**src/rtl/bcd_seg_scan.sv**
```systemverilog
// ---------------------------------------------------------------------------
// bcd_seg_scan
//   Two-digit multiplexed 7-segment driver for a 0..19 BCD value.
//   A one-deep pending register accepts values from the source with a
//   valid/ready handshake. The display register only updates at a frame
//   boundary (end of the tens slot), so a frame never shows a mix of two values.
//
// Ports
//   clk        system clock, all state on rising edge
//   rst_n      asynchronous active-low reset
//   bcd_valid  source offers bcd this cycle
//   bcd[4:0]   bit4 = tens digit (0/1), bits3:0 = units digit
//   bcd_ready  high when the pending register is empty
//   seg[6:0]   active-low segments, seg[0]=a .. seg[6]=g (registered)
//   an[1:0]    active-low digit enables, an[0]=units, an[1]=tens (registered)
//   err        sticky: a units digit above 9 was accepted
//
// Parameter
//   REFRESH_DIV  clk cycles each digit is driven per scan slot (1..2^20)
//
// Build option
//   LEADING_ZERO_BLANK_EN  when defined, a tens digit of 0 is blanked
// ---------------------------------------------------------------------------
module bcd_seg_scan #(
  parameter int REFRESH_DIV = 50000
) (
  input  logic       clk,
  input  logic       rst_n,
  input  logic       bcd_valid,
  input  logic [4:0] bcd,
  output logic       bcd_ready,
  output logic [6:0] seg,
  output logic [1:0] an,
  output logic       err
);

  localparam int DIV_W = (REFRESH_DIV > 1) ? $clog2(REFRESH_DIV) : 1;
  localparam logic [DIV_W-1:0] DIV_LAST = DIV_W'(REFRESH_DIV - 1);

  localparam logic [6:0] SEG_OFF  = 7'b1111111;
  localparam logic [6:0] SEG_DASH = 7'b0111111;
  localparam logic [6:0] SEG_ZERO = 7'b1000000;
  localparam logic [6:0] SEG_ONE  = 7'b1111001;

  typedef enum logic {
    SCAN_UNITS = 1'b0,
    SCAN_TENS  = 1'b1
  } scan_state_t;

  logic [DIV_W-1:0] div_q, div_d;
  scan_state_t      state_q, state_d;
  logic [4:0]       disp_q, disp_d;
  logic [4:0]       pend_val_q, pend_val_d;
  logic             pend_q, pend_d;
  logic [6:0]       seg_q, seg_d;
  logic [1:0]       an_q, an_d;
  logic             err_q, err_d;

  logic div_tc;
  logic frame_edge;
  logic accept;

  // Units digit pattern; 10..15 are not decimal digits and show a dash.
  function automatic logic [6:0] units_seg(input logic [3:0] u);
    logic [6:0] s;
    case (u)
      4'd0:    s = 7'b1000000;
      4'd1:    s = 7'b1111001;
      4'd2:    s = 7'b0100100;
      4'd3:    s = 7'b0110000;
      4'd4:    s = 7'b0011001;
      4'd5:    s = 7'b0010010;
      4'd6:    s = 7'b0000010;
      4'd7:    s = 7'b1111000;
      4'd8:    s = 7'b0000000;
      4'd9:    s = 7'b0010000;
      default: s = SEG_DASH;
    endcase
    return s;
  endfunction

  always_comb begin
    div_tc     = (div_q == DIV_LAST);
    div_d      = div_tc ? '0 : div_q + DIV_W'(1);

    state_d    = state_q;
    if (div_tc) begin
      state_d = (state_q == SCAN_UNITS) ? SCAN_TENS : SCAN_UNITS;
    end

    // Frame boundary = leaving the tens slot.
    frame_edge = div_tc && (state_q == SCAN_TENS);
    accept     = bcd_valid && !pend_q;

    pend_d     = pend_q;
    pend_val_d = pend_val_q;
    disp_d     = disp_q;

    // Commit uses the pending value as it stood before this edge. A value
    // accepted on this same edge can only arrive when pend_q was 0, so it is
    // never committed here and waits for the following boundary.
    if (frame_edge && pend_q) begin
      disp_d = pend_val_q;
      pend_d = 1'b0;
    end
    if (accept) begin
      pend_d     = 1'b1;
      pend_val_d = bcd;
    end

    err_d = err_q | (accept && (bcd[3:0] > 4'd9));

    // Outputs follow the current state/display one cycle later.
    if (state_q == SCAN_UNITS) begin
      an_d  = 2'b10;
      seg_d = units_seg(disp_q[3:0]);
    end else begin
`ifdef LEADING_ZERO_BLANK_EN
      if (disp_q[4]) begin
        an_d  = 2'b01;
        seg_d = SEG_ONE;
      end else begin
        an_d  = 2'b11;
        seg_d = SEG_OFF;
      end
`else
      an_d  = 2'b01;
      seg_d = disp_q[4] ? SEG_ONE : SEG_ZERO;
`endif
    end
  end

  always_ff @(posedge clk or negedge rst_n) begin
    if (!rst_n) begin
      div_q      <= '0;
      state_q    <= SCAN_UNITS;
      disp_q     <= '0;
      pend_val_q <= '0;
      pend_q     <= 1'b0;
      seg_q      <= SEG_OFF;
      an_q       <= 2'b11;
      err_q      <= 1'b0;
    end else begin
      div_q      <= div_d;
      state_q    <= state_d;
      disp_q     <= disp_d;
      pend_val_q <= pend_val_d;
      pend_q     <= pend_d;
      seg_q      <= seg_d;
      an_q       <= an_d;
      err_q      <= err_d;
    end
  end

  assign bcd_ready = !pend_q;
  assign seg       = seg_q;
  assign an        = an_q;
  assign err       = err_q;

endmodule

```
**config.mk**
```make
export PLATFORM = sky130hd
export DESIGN_NAME = bcd_seg_scan
export DESIGN_NICKNAME = d
export VERILOG_FILES = /design/src/rtl/bcd_seg_scan.sv
export SDC_FILE = /design/constraint.sdc
export NUM_CORES = 1
export LEC_CHECK = 0
export CORE_MARGIN = 2
export CORE_UTILIZATION = 49
export DETAILED_ROUTE_END_ITERATION = 10
export PLACE_DENSITY = 0.85
export SLEW_MARGIN = 20
export SYNTH_ARGS = -nofsm -noshare
export SYNTH_HDL_FRONTEND = slang
export SYNTH_SLANG_ARGS = --single-unit
```
**constraint.sdc**
```tcl
create_clock -name clk -period 2.2 [get_ports clk]
set_input_delay 0.22 -clock clk [delete_from_list [all_inputs] [get_ports clk]]
set_output_delay 0.22 -clock clk [all_outputs]
set_load 0.01 [all_outputs]
```
==> run metrics <==
Synth cell types 33; part of the cycle the worst path needs 0.967; CP arrival approximately 2.4 ns; setup violators final 0; placement row count 21; worst-path fanout max 6; mapped cell area 1710 µm²; Die X 63.0 µm; Core Area 3340 µm²; Pleak 0.878 nW; hpwl dp 2180 µm; fmax between 400 and 500 MHz; non-filler cells in the finished layout about 220; FF-to-FF Start div_q[11]$_DFF_PN0_; Yosys Warn Count 0; GR Overflow Total 0; Cells after Synth 147; Rel. slew slack 0.704; largest net degree at the start of global routing 39; clk_skew a little under 0.009 ns; Syn-to-layout area delta 17.9%; nets 186; Root Driver clkbuf_4; Initial Util 0.511; max-slew violations 0; syn_area_per_cell 11.6 µm²; Worst setup EP type register; post-cts resize count 0; Top Ports 19; aggregate global-route resource usage 0.162; PnR worst setup slack 0.0737 ns; drt first pass iters 4; initial antenna violation count 0; CP startpoint kind register; Routed WL 2900 µm; die height 63.0 µm; Setup TNS 0 ns; first-pass GRT wire length between 5000 and 6000 µm; crit path kind reg -> reg; Post CTS Setup Buffer Count 0; commonest non-fill, non-tap cell in the layout dfrtp_1; DRT antenna net count 0; commonest cells after routing, fill and taps aside dfrtp_1, clkdlybuf4s50_1, nor2_1, nand3_1; dpl ws 0.0897 ns; TritonCTS Sinks 38; CTS tree built; Final Hold Viols 0; Max-Cap Viols 0; Wirelength per Cell 13.2 µm; worst path required time 2.43 ns; status finished clean; H-tree Lvls 2; 1st-iter DRT viols 20; Clock Latency Late Sink 0.34 ns; Final Wtd Congestion approximately 0.88; register area share after synthesis 0.564; CTS clock-pin slew for the worst setup and hold paths roughly 0.1 ns; final core utilization 0.603; Vias 1155; share of cells above drive strength 1 0.191; Yosys reg bits 38; post-layout min period 2.13 ns; post-route DRC violation count 0; Worst-Margin Slew between 0.4 and 0.5 ns; cts hold-fix bufs 0; # port buffers 18; dpl cells 211; vias in the first global route 1154; Max Root-Sink Buffers 2; PwrDens 563 nW/µm²; R2R cell count 4; Max rail drop VDD 0.442 mV; antenna cell count 0; Via density 5.27; syn nets 161; worst reg-to-reg setup slack 0.07 ns; Worst R2R End disp_q[3]$_DFFE_PN0P_; RSZ-0062 raised after global routing false; CTS buffer count 5; worst hold path class in -> async; die area 3970 µm²
flip-flops by register name, summed over array words and instances (netlist names):
signal / count
state_q: 1
disp_q: 5
pend_q: 1
seg: 7
an: 2
pend_val_q: 5
div_q: 16
err: 1
metal layers:
layer | routed length (µm) | GRT usage | part of all wire
met1 | 1260 | 0.189 | 0.43
met2 | 1460 | 0.279 | 0.50
met3 | 143 | 0.0559 | 0.049
met5 | 0 | 0 | 0
met4 | 32 | 0.0500 | 0.011
where the power goes:
part           internal, W  switching (W)
Sequential        0.000712     0.00000701
Combinational    0.0000244      0.0000199
Clock             0.000155       0.000214
logic make-up (layout without fill, tap and decap cells):
family / after synthesis / count (layout) / synth area share
compound gates: 20 / 20 / 0.0667
xor+xnor: 13 / 13 / 0.0667
fa+ha+maj: 6 / 6 / 0.0440
buf+inv: 9 / 35 / 0.0242
flops: 38 / 38 / 0.564
mux: 11 / 11 / 0.0828
simple gates: 50 / 50 / 0.152
worst max-delay path, cell delays in order (launching register included):
cell	delay, ns
dfrtp_1	0.45
or3_1	0.34
or3_4	0.40
or4_4	0.50
mux2_4	0.33
worst max-delay path by stage:
stage	to	depth (start not counted)	startpoint
floorplan	disp_q[0]$_DFFE_PN0P_	5	div_q[7]$_DFF_PN0_
global placement	disp_q[0]$_DFFE_PN0P_	4	div_q[11]$_DFF_PN0_
detailed placement	disp_q[3]$_DFFE_PN0P_	4	div_q[11]$_DFF_PN0_
CTS	disp_q[3]$_DFFE_PN0P_	4	div_q[11]$_DFF_PN0_
global route	disp_q[3]$_DFFE_PN0P_	5	div_q[0]$_DFF_PN0_
finish	disp_q[3]$_DFFE_PN0P_	4	div_q[11]$_DFF_PN0_
layout make-up:
class / instances / area [µm²]
Clock buffer: 7 / 55.1
Fill cell: 268 / 1330
Tap cell: 46 / 57.6
Multi-Input combinational cell: 100 / 703
Sequential cell: 38 / 962
Timing Repair Buffer: 22 / 210
Clock inverter: 1 / 5.00
Inverter: 5 / 18.8
cells in the mapped netlist (all sizes together):
cell    instances  area share
and4            1      0.0051
nor4b           1      0.0051
nand2b          1      0.0037
or3             3       0.014
mux2           10       0.077
mux2i           1      0.0059
o21a            1      0.0044
nor2           15       0.033
inv             5       0.011
nor2b           2      0.0073
buf             1      0.0066
dfrtp          29        0.43
a21oi           6       0.018
o21ai           9       0.026
xor2            7       0.036
nor4            2      0.0073
and3            1      0.0037
ha              6       0.044
nand2           7       0.015
dfstp           9        0.14
nand3          11       0.032
clkbuf          3      0.0066
a31o            1      0.0051
nand4           3       0.011
nor3            1      0.0029
a211oi          1      0.0044
nand3b          1      0.0044
o21bai          1      0.0044
o211ai          1      0.0044
or4             1      0.0066
xnor2           6       0.031
stage by stage:
| stage | area, µm² | hold slack, ns | power [W] |
|---|---|---|---|
| 2_1_floorplan | 1710 | -0.0756 | 0.000741 |
| 3_3_place_gp | 1950 | 0.421 | 0.000774 |
| 3_5_place_dp | 1950 | 0.430 | 0.000778 |
| 4_1_cts | 2010 | 0.297 | 0.00114 |
| 5_1_grt | 2010 | 0.323 | 0.00119 |
| 6_report | 2010 | 0.287 | 0.00113 |
Note: power is estimated with default switching activity, not from simulation.
